--- config.mk ---
export PLATFORM = sky130hd
export DESIGN_NAME = panel_load_sequencer
export DESIGN_NICKNAME = d
export VERILOG_FILES = /design/src/rtl/panel_load_sequencer_pkg.sv /design/src/rtl/panel_load_sequencer_delay_counter.sv /design/src/rtl/panel_load_sequencer.sv
export SDC_FILE = /design/constraint.sdc
export NUM_CORES = 1
export LEC_CHECK = 0
export CORE_MARGIN = 3
export CORE_UTILIZATION = 40
export CTS_CLUSTER_SIZE = 30
export DETAILED_ROUTE_END_ITERATION = 10
export PLACE_DENSITY = 0.79
export SKIP_CTS_REPAIR_TIMING = 1
export SYNTH_ARGS = -nofsm -noshare
export SYNTH_HDL_FRONTEND = slang
export SYNTH_SLANG_ARGS = --single-unit
export TNS_END_PERCENT = 100
--- constraint.sdc ---
create_clock -name clk -period 2.12 [get_ports clk]
set_input_delay 0.212 -clock clk [delete_from_list [all_inputs] [get_ports clk]]
set_output_delay 0.212 -clock clk [all_outputs]
set_load 0.05 [all_outputs]
--- src/rtl/panel_load_sequencer_pkg.sv ---
// Shared types for the front-panel load sequencer: state encoding, word type
// and the default program counter loaded after the last deposit.
package panel_load_sequencer_pkg;

  typedef logic [11:0] word;

  localparam word DEFAULT_START_PC = 12'o0200;

  typedef enum logic [3:0] {
    IDLE,
    GET,
    A_SET,
    A_PUL,
    A_GAP,
    D_SET,
    D_PUL,
    D_GAP,
    P_SET,
    P_PUL,
    P_GAP,
    RUN,
    DONE
  } panel_seq_state_t;

  // States whose duration is governed by the shared delay counter.
  function automatic logic is_timed(panel_seq_state_t s);
    return s inside {A_SET, A_PUL, A_GAP, D_SET, D_PUL, D_GAP, P_SET, P_PUL, P_GAP};
  endfunction

endpackage

--- src/rtl/panel_load_sequencer_delay_counter.sv ---
// Down-counter shared by every timed phase: loaded with N-1 on phase entry,
// reports zero on the last cycle of the phase.
module seq_delay_counter #(
  parameter int W = 5
) (
  input  logic         clk,
  input  logic         rst,
  input  logic         load,
  input  logic [W-1:0] load_value,
  output logic         zero
);

  logic [W-1:0] count;

  always_ff @(posedge clk) begin
    if (rst) begin
      count <= '0;
    end else if (load) begin
      count <= load_value;
    end else if (count != '0) begin
      count <= count - 1'b1;
    end
  end

  assign zero = (count == '0);

endmodule

--- src/rtl/panel_load_sequencer.sv ---
// Drives the front-panel switches and buttons to deposit a stream of words,
// load the start PC, run the CPU and report when it halts.
module panel_load_sequencer
  import panel_load_sequencer_pkg::*;
#(
  parameter int  SETUP_CYC = 10,
  parameter int  PULSE_CYC = 10,
  parameter int  GAP_CYC   = 30,
  parameter word START_PC  = DEFAULT_START_PC
) (
  input  logic        clk,
  input  logic        rst,
  input  logic        start,
  input  logic        w_valid,
  output logic        w_ready,
  input  logic [11:0] w_addr,
  input  logic [11:0] w_data,
  input  logic        w_last,
  input  logic        run_led,
  output logic [12:0] sw,
  output logic        load_pc_btn,
  output logic        deposit_btn,
  output logic        busy,
  output logic        done
);

  localparam int MAX_SP  = (SETUP_CYC > PULSE_CYC) ? SETUP_CYC : PULSE_CYC;
  localparam int MAX_CYC = (MAX_SP > GAP_CYC) ? MAX_SP : GAP_CYC;
  localparam int CNT_W   = $clog2(MAX_CYC + 1);

  localparam logic [CNT_W-1:0] SETUP_LD = CNT_W'(SETUP_CYC - 1);
  localparam logic [CNT_W-1:0] PULSE_LD = CNT_W'(PULSE_CYC - 1);
  localparam logic [CNT_W-1:0] GAP_LD   = CNT_W'(GAP_CYC - 1);

  panel_seq_state_t state, next_state;

  word              data_q;
  logic             last_q;
  word              sw_lo;
  logic             run_seen;

  logic             cnt_load;
  logic [CNT_W-1:0] cnt_value;
  logic             cnt_zero;

  seq_delay_counter #(
    .W(CNT_W)
  ) u_delay (
    .clk       (clk),
    .rst       (rst),
    .load      (cnt_load),
    .load_value(cnt_value),
    .zero      (cnt_zero)
  );

  // State register plus the latched word and the value presented on sw[11:0];
  // sw[11:0] only changes on entry to a setup phase or on return to IDLE.
  always_ff @(posedge clk) begin
    if (rst) begin
      state    <= IDLE;
      data_q   <= '0;
      last_q   <= 1'b0;
      sw_lo    <= '0;
      run_seen <= 1'b0;
    end else begin
      state <= next_state;

      if (state == GET && w_valid) begin
        data_q <= w_data;
        last_q <= w_last;
      end

      if (next_state != state) begin
        case (next_state)
          A_SET:   sw_lo <= w_addr;
          D_SET:   sw_lo <= data_q;
          P_SET:   sw_lo <= START_PC;
          IDLE:    sw_lo <= '0;
          default: ;
        endcase
      end

      // A fall only counts once the CPU has been seen running in this RUN phase.
      if (state != RUN) begin
        run_seen <= 1'b0;
      end else if (run_led) begin
        run_seen <= 1'b1;
      end
    end
  end

  // Next-state, output decode and delay-counter reload on entry to timed phases.
  always_comb begin
    next_state  = state;
    cnt_load    = 1'b0;
    cnt_value   = '0;
    w_ready     = 1'b0;
    load_pc_btn = 1'b0;
    deposit_btn = 1'b0;
    busy        = (state != IDLE);
    done        = 1'b0;
    sw          = {1'b0, sw_lo};

    case (state)
      IDLE: if (start) next_state = GET;
      GET: begin
        w_ready = 1'b1;
        if (w_valid) next_state = A_SET;
      end
      A_SET: if (cnt_zero) next_state = A_PUL;
      A_PUL: begin
        load_pc_btn = 1'b1;
        if (cnt_zero) next_state = A_GAP;
      end
      A_GAP: if (cnt_zero) next_state = D_SET;
      D_SET: if (cnt_zero) next_state = D_PUL;
      D_PUL: begin
        deposit_btn = 1'b1;
        if (cnt_zero) next_state = D_GAP;
      end
      D_GAP: if (cnt_zero) next_state = last_q ? P_SET : GET;
      P_SET: if (cnt_zero) next_state = P_PUL;
      P_PUL: begin
        load_pc_btn = 1'b1;
        if (cnt_zero) next_state = P_GAP;
      end
      P_GAP: if (cnt_zero) next_state = RUN;
      RUN: begin
        sw[12] = 1'b1;
        if (run_seen && !run_led) next_state = DONE;
      end
      DONE: begin
        done       = 1'b1;
        next_state = IDLE;
      end
      default: next_state = IDLE;
    endcase

    if (next_state != state && is_timed(next_state)) begin
      cnt_load = 1'b1;
      case (next_state)
        A_SET, D_SET, P_SET: cnt_value = SETUP_LD;
        A_PUL, D_PUL, P_PUL: cnt_value = PULSE_LD;
        default:             cnt_value = GAP_LD;
      endcase
    end
  end

endmodule

Word level (Yosys, flattened, before mapping)
Cells that the tools add are included.
Cells by class
  equality and inequality tests: 23
  $add $sub $neg: 1
  mux-type cells: 25
  reduce and logical (&&, ||, !) cells: 16
Operators with widths (number)
  4-bit 2-to-1 mux: 13
  12-bit one-hot mux with 4 select lines: 1
  4-bit one-hot mux with 12 select lines: 1
  4-bit by 3-bit == test with 1-bit output (second input constant): 8
  4-bit == test (second input constant): 8
  5-bit 2-to-1 mux: 4
  4-bit by 2-bit == test with 1-bit output (second input constant): 4
  9-bit nonzero test: 1
  4-bit logical NOT: 2
  4-bit nonzero test: 2
  1-bit 2-to-1 mux: 6
  6-bit OR reduction: 1
  5-bit logical NOT: 1
  5-bit nonzero test: 1
  5-bit by 1-bit subtractor with 5-bit output (second input constant): 1
  4-bit by 1-bit == test with 1-bit output (second input constant): 1
  4-bit inequality test: 1
  4-bit inequality test (second input constant): 1
  2-bit OR reduction: 2
  1-bit logical AND: 3
  2-bit AND reduction: 1
  2-bit nonzero test: 1
  1-bit logical NOT: 1
Word-level totals
  bits of input ports: 30
  register bits after elaboration: 35

Longest topological paths before layout
Gate-level depths: netlist of the first run.
  depth after elaboration: 9
  gate-level depth with buffers: 11
  depth with buffers taken out: 9

Hierarchy
From an unflattened synthesis of the first run, not the netlist that was laid out.
Unflattened totals
  cell total of the unflattened synthesis: 247
  area, all modules: 2078.2 µm²
Modules (own cells, without submodules)
  panel_load_sequencer: instances 1, seq. area each 600.6 µm², cells each 215, area an instance 1790.5 µm²
  seq_delay_counter: instances 1, seq. area each 100.1 µm², cells each 32, area an instance 287.8 µm²

Least setup slack after synthesis of the first run
No wires, ideal clock.
  kind: flip-flop to flip-flop
  start point: reg state[2]
  end point: reg u_delay.count[1]
  setup time: 0.103 ns
  data arrival time: 2.352 ns
  cell stages (with the launch flop): 9
  slack: -0.336 ns
  period minus slack after synthesis: 2.456 ns
  required time: 2.017 ns
  path buffers: 1
  path through: dfxtp_1 buf_6 nand2b_1 nor2_1 a221oi_2 nand2_1 a21oi_2 o221a_4 a2111oi_2
On the way
  cells in the longest elaborated chain, start to end: 7
RTL lines
  from (decl): line panel_load_sequencer.sv:35  | panel_seq_state_t state, next_state;
  from (signal assigned): line panel_load_sequencer.sv:66  | state <= next_state;
  4-bit == test, or another cell as far along: line panel_load_sequencer.sv:104  | case (state)
  4-bit one-hot mux with 12 select lines: line panel_load_sequencer.sv:104
  4-bit by 2-bit == test with 1-bit output, or another cell as far along: line panel_load_sequencer_pkg.sv:27  | return s inside {A_SET, A_PUL, A_GAP, D_SET, D_PUL, D_GAP, P_SET, P_PUL, P_GAP};
  9-bit nonzero test: line panel_load_sequencer_pkg.sv:27
  1-bit logical AND (*): line panel_load_sequencer.sv:139  | if (next_state != state && is_timed(next_state)) begin
  5-bit 2-to-1 mux or 1-bit 2-to-1 mux (tied branches): line panel_load_sequencer.sv:139
  5-bit 2-to-1 mux or 2-bit nonzero test (tied branches)
  to (signal assigned): line panel_load_sequencer_delay_counter.sv:19  | count <= load_value;
  to (signal assigned): line panel_load_sequencer_delay_counter.sv:21  | count <= count - 1'b1;
  to (decl): line panel_load_sequencer_delay_counter.sv:13  | logic [W-1:0] count;
Mark *: on every way between the ends. The rest lies on a longest branch, timed or not.
A chain may end at the register's enable or synchronous reset.

Worst setup path in the final report of the first run
  start point: reg u_delay.count[1]
  end point: reg sw_lo[11]
On the way
  cells in the longest elaborated chain, start to end: 6
RTL lines
  5-bit logical NOT (*): line panel_load_sequencer_delay_counter.sv:25  | assign zero = (count == '0);
  4-bit 2-to-1 mux, or another cell as far along: line panel_load_sequencer.sv:127  | P_GAP: if (cnt_zero) next_state = RUN;
  4-bit one-hot mux with 12 select lines (*): line panel_load_sequencer.sv:104
  4-bit by 2-bit == test with 1-bit output, or another cell as far along: line panel_load_sequencer.sv:74  | case (next_state)
  4-bit nonzero test (no line)
  2-bit AND reduction (no line)
  to (signal assigned): line panel_load_sequencer.sv:75  | A_SET: sw_lo <= w_addr;
  to (signal assigned): line panel_load_sequencer.sv:76  | D_SET: sw_lo <= data_q;
  to (decl): line panel_load_sequencer.sv:39  | word sw_lo;
Marks and branches as above.

==> impl_metrics.tcl, run 1 <==
set metrics [dict create \
    status "complete, but fails checks" \
    failed_checks "setup timing" \
    cts_root_buf "clkbuf_8" \
    synth_area_mm2 0.002084 \
    worstSkewPairLatency_ps 290 \
    ios 48 \
    drive_gt1_share_pct 34.19 \
    finalSetupViolations 17 \
    dpl.hpwl_mm 4.155 \
    power_mw 2.894 \
    drtAntennaViolNets 0 \
    grt_pass1_wl_mm 8.894 \
    numPortBuffers 47 \
    yosysWarnings 0 \
    post_drt_via_cell_ratio 5.200 \
    cp-start-kind "flop" \
    yosys.area.top_type_share_pct 33.61 \
    yosysUniqueCellTypes 55 \
    cts_max_path_buffers 2 \
    whs_ps 459.1 \
    syn_nets 256 \
    finalWirelength_mm 5.658 \
    fin_crit_ps 2360 \
    fmax_ghz 0.4237 \
    initial_utilization_pct 42.72 \
    min_period_over_period_pct 111.3 \
    ys_seq_area_share_pct 33.61 \
    cts_inserted_buffers 5 \
    grt_pass1_vias 1969 \
    highest_layer "met4" \
    met2WireLength_mm 2.945 \
    grt_max_degree 23 \
    wl_per_cell_um 14.89 \
    place.gp.congestion 0.8970 \
    path_clk_slew_ps 70 \
    cpMaxStageDelayCell "or4b_4" \
    ir_drop_uv 741.3 \
    cp_num_buf_inv 3 \
    max_stage_delay_ps 500 \
    vias 1976 \
    drc 0 \
    wl_met3_um 260 \
    synth_flop_cell "dfxtp_1" \
    drt-met1-wl_mm 2.338 \
    cts_tree "built" \
    p_per_area_mw_per_mm2 919.6 \
    gr-total-overflow 0 \
    antenna_cells 0 \
    nets 344 \
    tightest_slew_ps 538.4 \
    synth_async_sr_flop_share_pct 0 \
    firstDrtPassIters 4 \
    cts_htree_levels 2 \
    cts.sink_count 35 \
    pre_cts_slack_ps -279.8 \
    cp_max_fo 5 \
    critical_path.cell_chain "inv_2 > ha_4 > or4b_4 > buf_4 > o211ai_1 > a211o_2 > a21o_4 > o221a_4 > o311ai_4 > buf_6 > o32ai_2" \
    maxCapViolCount 0 \
    antenna_found_initial 0 \
    area_delta_synth_final_pct 50.96 \
    finalSetupTns_ps -2958 \
    power_leakage_nw 1.173 \
    cp.arrival_ps 2560 \
    rsz0062_at_grt "true" \
    crit_family "compound AO/OA/AOI/OAI gates" \
    path_class "reg -> reg" \
    initialDrtViolationCount 148 \
    slew_headroom_pct 64.11 \
    syn_area_per_cell_um2 9.306 \
    grt_use_total_pct 18.06 \
    netlist_top_cells_area "dfxtp_1, o32ai_2, nand2_1" \
    rows 25 \
    fin_ws_ps -240.0 \
    synth_edf_count 0 \
    design.die.area_mm2 0.006114 \
    postSynthCellCount 224 \
    coreArea_mm2 0.004880 \
    ys_ff_latch 35 \
    placed_area_mm2 0.002904 \
    slew_violations 0 \
    cp.required_ps 2320 \
    synth_largest_area_cell "dfxtp_1" \
    die_x_um 78.19 \
    crit_path_end_kind "flop" \
    hold_violations 0 \
    die_h_um 78.19 \
    stdcell_area_mm2 0.003147 \
    fin_skew_ps 8.188 \
    min_path_type "reg -> reg" \
]
==> report_power, final <==
group / internal (mW) / total, mW / switching [mW]
sequential: 0.748 / 0.820 / 0.0727
combinational: 0.674 / 1.36 / 0.684
clock: 0.469 / 0.715 / 0.246
total: 1.89 / 2.89 / 1.00
==> synthesized netlist by cell type, types with 2 or more instances <==
master,count
dfxtp_1,35
nand2_1,33
a21oi_1,19
inv_1,17
nor2_1,15
mux2i_1,11
o32ai_2,10
nand2b_1,6
clkbuf_8,5
clkbuf_1,4
nor3_1,4
xnor2_1,4
a31oi_1,3
buf_6,3
nand3_1,3
o221a_4,3
o22ai_1,3
a211o_2,2
a21oi_2,2
and3_1,2
ha_1,2
nor4_1,2
o211ai_1,2
o31ai_1,2
xor2_1,2
==> kinds of logic after synthesis <==
group	after synthesis	share of synthesized area, %
AND/OR/NAND/NOR	79	20.29
AO/OA/AOI/OAI	58	26.83
flip-flops	35	33.61
buffers and inverters	33	10.26
multiplexers	11	5.282
XOR/XNOR	6	2.521
adder cells (fa/ha/maj)	2	1.200
==> cell usage in the layout (no fill, tap or decap), drive strengths merged, types with 2 or more instances in the layout <==
cell,instances
a211o,2
a21oi,21
a221oi,2
a31oi,3
and3,3
buf,55
bufinv,2
clkbuf,5
clkdlybuf4s50,41
dfxtp,35
ha,2
inv,18
mux2i,11
nand2,33
nand2b,6
nand3,4
nor2,15
nor3,5
nor4,2
o211ai,2
o221a,3
o22ai,3
o31ai,2
o32ai,11
xnor2,4
xor2,2
==> worst register-to-register path, cell delays in order (launching register included) <==
cell      delay [ps]
dfxtp_2          320
inv_2             70
ha_4             130
or4b_4           500
buf_4            170
o211ai_1         170
a211o_2          170
a21o_4           130
o221a_4          210
o311ai_4         130
buf_6            170
o32ai_2          100
==> metal layers <==
layer / global-route usage [%] / vias to the layer above
met2: 30.99 / 52
met3: 4.472 / 11
met4: 5.420 / 0
met1: 22.30 / 937
li1: - / 976
met5: 0 / -
==> metrics by stage <==
step / utilization [%] / cells
after global placement: 59.51 / 369
after CTS: 62.31 / 377
after detailed placement: 59.51 / 369
final: 64.49 / 380
after global routing: 64.49 / 380
after floorplan: - / 224
==> state kept, by name (all words and copies together) (netlist names) <==
name and count:
data_q 12, last_q 1, run_seen 1, state 4, sw_lo 12, u_delay.count 5
==> path summary, 6_finish.rpt <==
path	startpoint	to	slack [ps]	depth (start not counted)
max	u_delay.count[1]	sw_lo[11]	-240	11
min	data_q[11]	data_q[11]	460	2
max reg2reg	u_delay.count[1]	sw_lo[11]	-240	11
min reg2reg	data_q[11]	data_q[11]	460	2
==> final cells by class <==
class | count | area [µm²]
repair buffers | 96 | 892.1
inverters | 18 | 70.07
clock buffers | 5 | 68.82
multi-input cells | 156 | 1262
clock inverters | 3 | 67.56
fillers | 373 | 1733
well taps | 67 | 83.83
flip-flops and latches | 35 | 701.9
No activity file was read; power rests on OpenSTA's default activity.
==> run 2: changes to the inputs <==
Settings changed: CORE_ASPECT_RATIO set to 0.5, CTS_CLUSTER_SIZE 30 to 12, SLEW_MARGIN set to 10.
==> run 2 against run 1 <==
Against the previous run:
- largest cell class unchanged
- non-clock buffer count grew 6
- sequential share of layout area fell by 0.58 points
- design area rose by 2.7%
- cell count is 1.3% higher
- utilization up 4.2 points
- worst setup slack better by 56 ps
- critical path type unchanged
- the flow still finishes with violations (setup timing)
==> impl_metrics.tcl, run 2 (synthesis gave the netlist of run 1 again) <==
set metrics [dict create \
    nets 350 \
    met2WireLength_mm 3.213 \
    max_stage_delay_ps 500 \
    stdcell_area_mm2 0.003231 \
    design.die.area_mm2 0.006166 \
    final_core_util_pct 68.73 \
    hold_violations 0 \
    instances_no_fill 385 \
    crit_path_end_kind "flop" \
    status "complete, but fails checks" \
    grt_max_degree 19 \
    path_clk_slew_ps 70 \
    grt_pass1_wl_mm 9.101 \
    maxCapViolCount 0 \
    highest_layer "met4" \
    grt_pass1_vias 1942 \
    placed_area_mm2 0.002930 \
    initial_utilization_pct 44.34 \
    area_delta_synth_final_pct 54.98 \
    finalSetupTns_ps -2193 \
    p_per_area_mw_per_mm2 876.8 \
    die_x_um 108.1 \
    min_path_type "reg -> reg" \
    wl_met3_um 417 \
    fin_skew_ps 2.886 \
    cp_max_fo 7 \
    cp_common_cell "o221a_4" \
    drc 0 \
    post-place-cells 370 \
    post_drt_via_cell_ratio 5.475 \
    cpMaxStageDelayCell "or4b_4" \
    slew_headroom_pct 64.29 \
    initialDrtViolationCount 176 \
    failed_checks "setup timing" \
    finalWirelength_mm 6.502 \
    fillers 348 \
    gr-total-overflow 0 \
    firstDrtPassIters 4 \
    rows 17 \
    fmax_ghz 0.4340 \
    fin_ws_ps -184.2 \
    worstSkewPairLatency_ps 290 \
    wl_per_cell_um 16.89 \
    path_class "reg -> reg" \
    cts.sink_count 35 \
    tightest_slew_ps 534.3 \
    cp-start-kind "flop" \
    grt_use_total_pct 18.44 \
    reg_top3 "data_q x12, sw_lo x12, u_delay.count x5" \
    antenna_cells 0 \
    rsz0062_at_grt "true" \
    die_h_um 57.05 \
    fin_crit_ps 2304 \
    antenna_found_initial 0 \
    final_common_cell "buf_4" \
    drtAntennaViolNets 0 \
    cts_htree_levels 2 \
    cts_root_buf "clkbuf_8" \
    vias 2108 \
    cts_tree "built" \
    cp.required_ps 2280 \
    ios 48 \
    finalSetupViolations 17 \
    cts_inserted_buffers 5 \
    place.gp.congestion 0.9528 \
    ir_drop_uv 446.7 \
    min_period_over_period_pct 108.7 \
    power_leakage_nw 1.195 \
    cts_max_path_buffers 2 \
    layout_common_cells "buf_4, clkdlybuf4s50_1, dfxtp_1, nand2_1, a21oi_1" \
    cp.arrival_ps 2470 \
    drive_gt1_share_pct 36.05 \
    whs_ps 456.5 \
    drt-met1-wl_mm 2.739 \
    numPortBuffers 47 \
    critical_path.cell_chain "inv_2 > ha_4 > or4b_4 > a21oi_4 > o221a_4 > inv_4 > o221a_4 > o311ai_4 > buf_6 > o32ai_4" \
    coreArea_mm2 0.004701 \
    dpl.hpwl_mm 4.279 \
    rrSetupSlack_ps -180 \
    slew_violations 0 \
]
==> run 2: changes by cell type in the layout (fill, tap and decap cells not counted), moves of 2 or more <==
cell,previous run,this run
buf_6,3,9
a21oi_2,2,0
o32ai_2,11,9
a21oi_4,0,2
o32ai_4,0,2
bufinv_16,2,0
==> run 2: worst paths after layout <==
path	depth (start not counted)	end	startpoint
max reg2reg	10	sw_lo[9]	u_delay.count[1]
min	2	data_q[3]	data_q[3]
min reg2reg	2	data_q[3]	data_q[3]
max	10	sw_lo[9]	u_delay.count[1]
==> run 2: cell type report <==
class / instances / area [µm²] / area share, %
Inverter: 18 / 70.07 / 2.169
Sequential cell: 35 / 701.9 / 21.73
Tap cell: 66 / 82.58 / 2.556
Clock inverter: 3 / 20.02 / 0.6197
Clock buffer: 5 / 68.82 / 2.130
Timing Repair Buffer: 102 / 962.2 / 29.78
Multi-Input combinational cell: 156 / 1325 / 41.01
==> run 2: layer usage <==
metal	GRT usage (%)	up-vias
li1	-	989
met1	23.56	1020
met2	30.65	84
met3	5.198	15
met4	5.396	0
met5	0	-
==> run 2: worst max-delay path, delay by kind of cell (launching register included) <==
family                     cells  cell delay [ps]
AOI/OAI and AO/OA              5              870
and+or+nand+nor                1              500
buffers and inverters          3              330
adders and majority gates      1              140
DFF                            1              330
==> run 2: report_power, final <==
group / total (mW) / switching (mW) / internal [mW]
sequential: 0.828 / 0.0806 / 0.748
combinational: 1.52 / 0.780 / 0.744
clock: 0.480 / 0.252 / 0.228
total: 2.83 / 1.11 / 1.72
==> run 2: metrics by stage <==
step / setup WS, ps / power (mW)
after floorplan: -29.68 / 1.649
after global placement: -311.3 / 2.024
after detailed placement: -355.3 / 2.077
after CTS: -282.6 / 2.559
after global routing: -302.0 / 2.962
final: -184.2 / 2.833
==> run 3: changes to the inputs <==
Settings changed: CORE_UTILIZATION 40 to 25, PLACE_DENSITY 0.79 to 0.57.
==> run 3 against run 2 <==
Against the previous run:
- the flow still finishes with violations (setup timing)
- register-to-register slack worse by 70 ps
- clock skew up 0.98 ps
- cell count up 9.1%
- design area down 0.89%
- die area up 55%
- sequential power down 0.8%
- non-clock buffer count down 7
- routed wire length down 11%
==> impl_metrics.tcl, run 3 (synthesis gave the netlist of run 1 again) <==
set metrics [dict create \
    cp.required_ps 2310 \
    min_period_over_period_pct 112.1 \
    grt_use_total_pct 12.71 \
    fmax_ghz 0.4207 \
    area.sequential_um2 701.9 \
    hold_violations 0 \
    cts_root_buf "clkbuf_16" \
    cp-start-kind "flop" \
    antenna_found_initial 0 \
    worstSkewPairLatency_ps 280 \
    antenna_cells 0 \
    reg_top3 "data_q x12, sw_lo x12, u_delay.count x5" \
    grt_pass1_vias 1996 \
    power_leakage_nw 1.183 \
    die_x_um 135.1 \
    tightest_slew_ps 518.4 \
    grt_max_degree 23 \
    cts_inserted_buffers 5 \
    numPortBuffers 47 \
    slew_headroom_pct 65.35 \
    initial_utilization_pct 27.05 \
    cts.sink_count 35 \
    path_class "reg -> reg" \
    layout_common_cells "buf_4, clkdlybuf4s50_1, dfxtp_1, nand2_1, a21oi_1" \
    placed_area_mm2 0.002960 \
    drive_gt1_share_pct 33.01 \
    post-place-cells 409 \
    fin_skew_ps 3.865 \
    path_clk_slew_ps 60 \
    initialDrtViolationCount 134 \
    cp.arrival_ps 2570 \
    firstDrtPassIters 5 \
    wl_per_cell_um 13.74 \
    vias 1947 \
    die_h_um 70.57 \
    slew_violations 0 \
    finalSetupViolations 15 \
    final_common_cell "buf_4" \
    nets 343 \
    crit_path_end_kind "flop" \
    place.gp.congestion 0.8517 \
    instances_no_fill 420 \
    fin_ws_ps -256.8 \
    finalWirelength_mm 5.770 \
    drtAntennaViolNets 0 \
    coreArea_mm2 0.007707 \
    fillers 778 \
    cp_max_fo 10 \
    ios 48 \
    status "complete, but fails checks" \
    rsz0062_at_grt "true" \
    area_delta_synth_final_pct 53.60 \
    gr-total-overflow 0 \
    drc 0 \
    cts_max_path_buffers 2 \
    multi_input_area_mm2 0.001240 \
    dpl.hpwl_mm 4.426 \
    ir_drop_uv 373.2 \
    design.die.area_mm2 0.009536 \
    fin_crit_ps 2377 \
    cts_htree_levels 2 \
    maxCapViolCount 0 \
    min_path_type "reg -> reg" \
    grt_pass1_wl_mm 9.777 \
    rows 22 \
    p_per_area_mw_per_mm2 938.3 \
    cts_tree "built" \
    failed_checks "setup timing" \
    post_drt_via_cell_ratio 4.636 \
    stdcell_area_mm2 0.003202 \
]
run 3: changes by cell type in the layout (fill, tap and decap cells not counted), sizes merged:
cell      change
bufinv        +1
buf           -6
clkbuf        -1
clkinvlp      -2
clkinv        +1
run 3: cell type report:
cell class	instances	share of cell area, %
well taps	108	4.220
repair buffers	95	27.67
flip-flops and latches	35	21.92
inverters	18	2.188
multi-input cells	156	38.73
clock inverters	3	1.368
clock buffers	5	3.908
run 3: metal layers:
metal / up-vias / global-route usage, % / wire length [µm]
met1: 928 / 16.85 / 2729
met3: 5 / 2.912 / 243
li1: 981 / - / -
met5: - / 0 / 0
met2: 33 / 20.70 / 2732
met4: 0 / 4.022 / 65
run 3: worst max-delay path, stage by stage, from the launching register on:
cell      delay, ps
dfxtp_1         340
inv_2            60
ha_4            150
nor4b_4         140
buf_4           170
a221oi_1        410
o21bai_1        200
and3_2          230
o221a_4         220
o311ai_4        110
buf_12          170
o32ai_2         100
run 3: power by group:
part / internal (mW) / switching [mW]
clock network: 0.554 / 0.291
logic: 0.675 / 0.663
registers: 0.749 / 0.0721
run 3: final timing paths:
path,startpoint,endpoint,slack (ps),cells after the start
max reg2reg,u_delay.count[0],sw_lo[10],-260,11
min reg2reg,data_q[8],data_q[8],460,2
min,data_q[8],data_q[8],460,2
max,u_delay.count[0],sw_lo[10],-260,11
run 3: through the flow:
stage               TNS (ps)  total power, mW  setup WS, ps  hold slack [ps]  util [%]
detailed placement     -4312            2.122        -295.9            446.3     38.41
CTS                    -3641            2.984        -297.4            454.7     40.60
global route           -4688            3.188        -322.3            478.4     41.54
finish                 -3253            3.004        -256.8            455.8     41.54
floorplan             -316.3            1.649        -29.68            348.0         -
global placement       -3254            2.108        -223.8            443.0     38.41
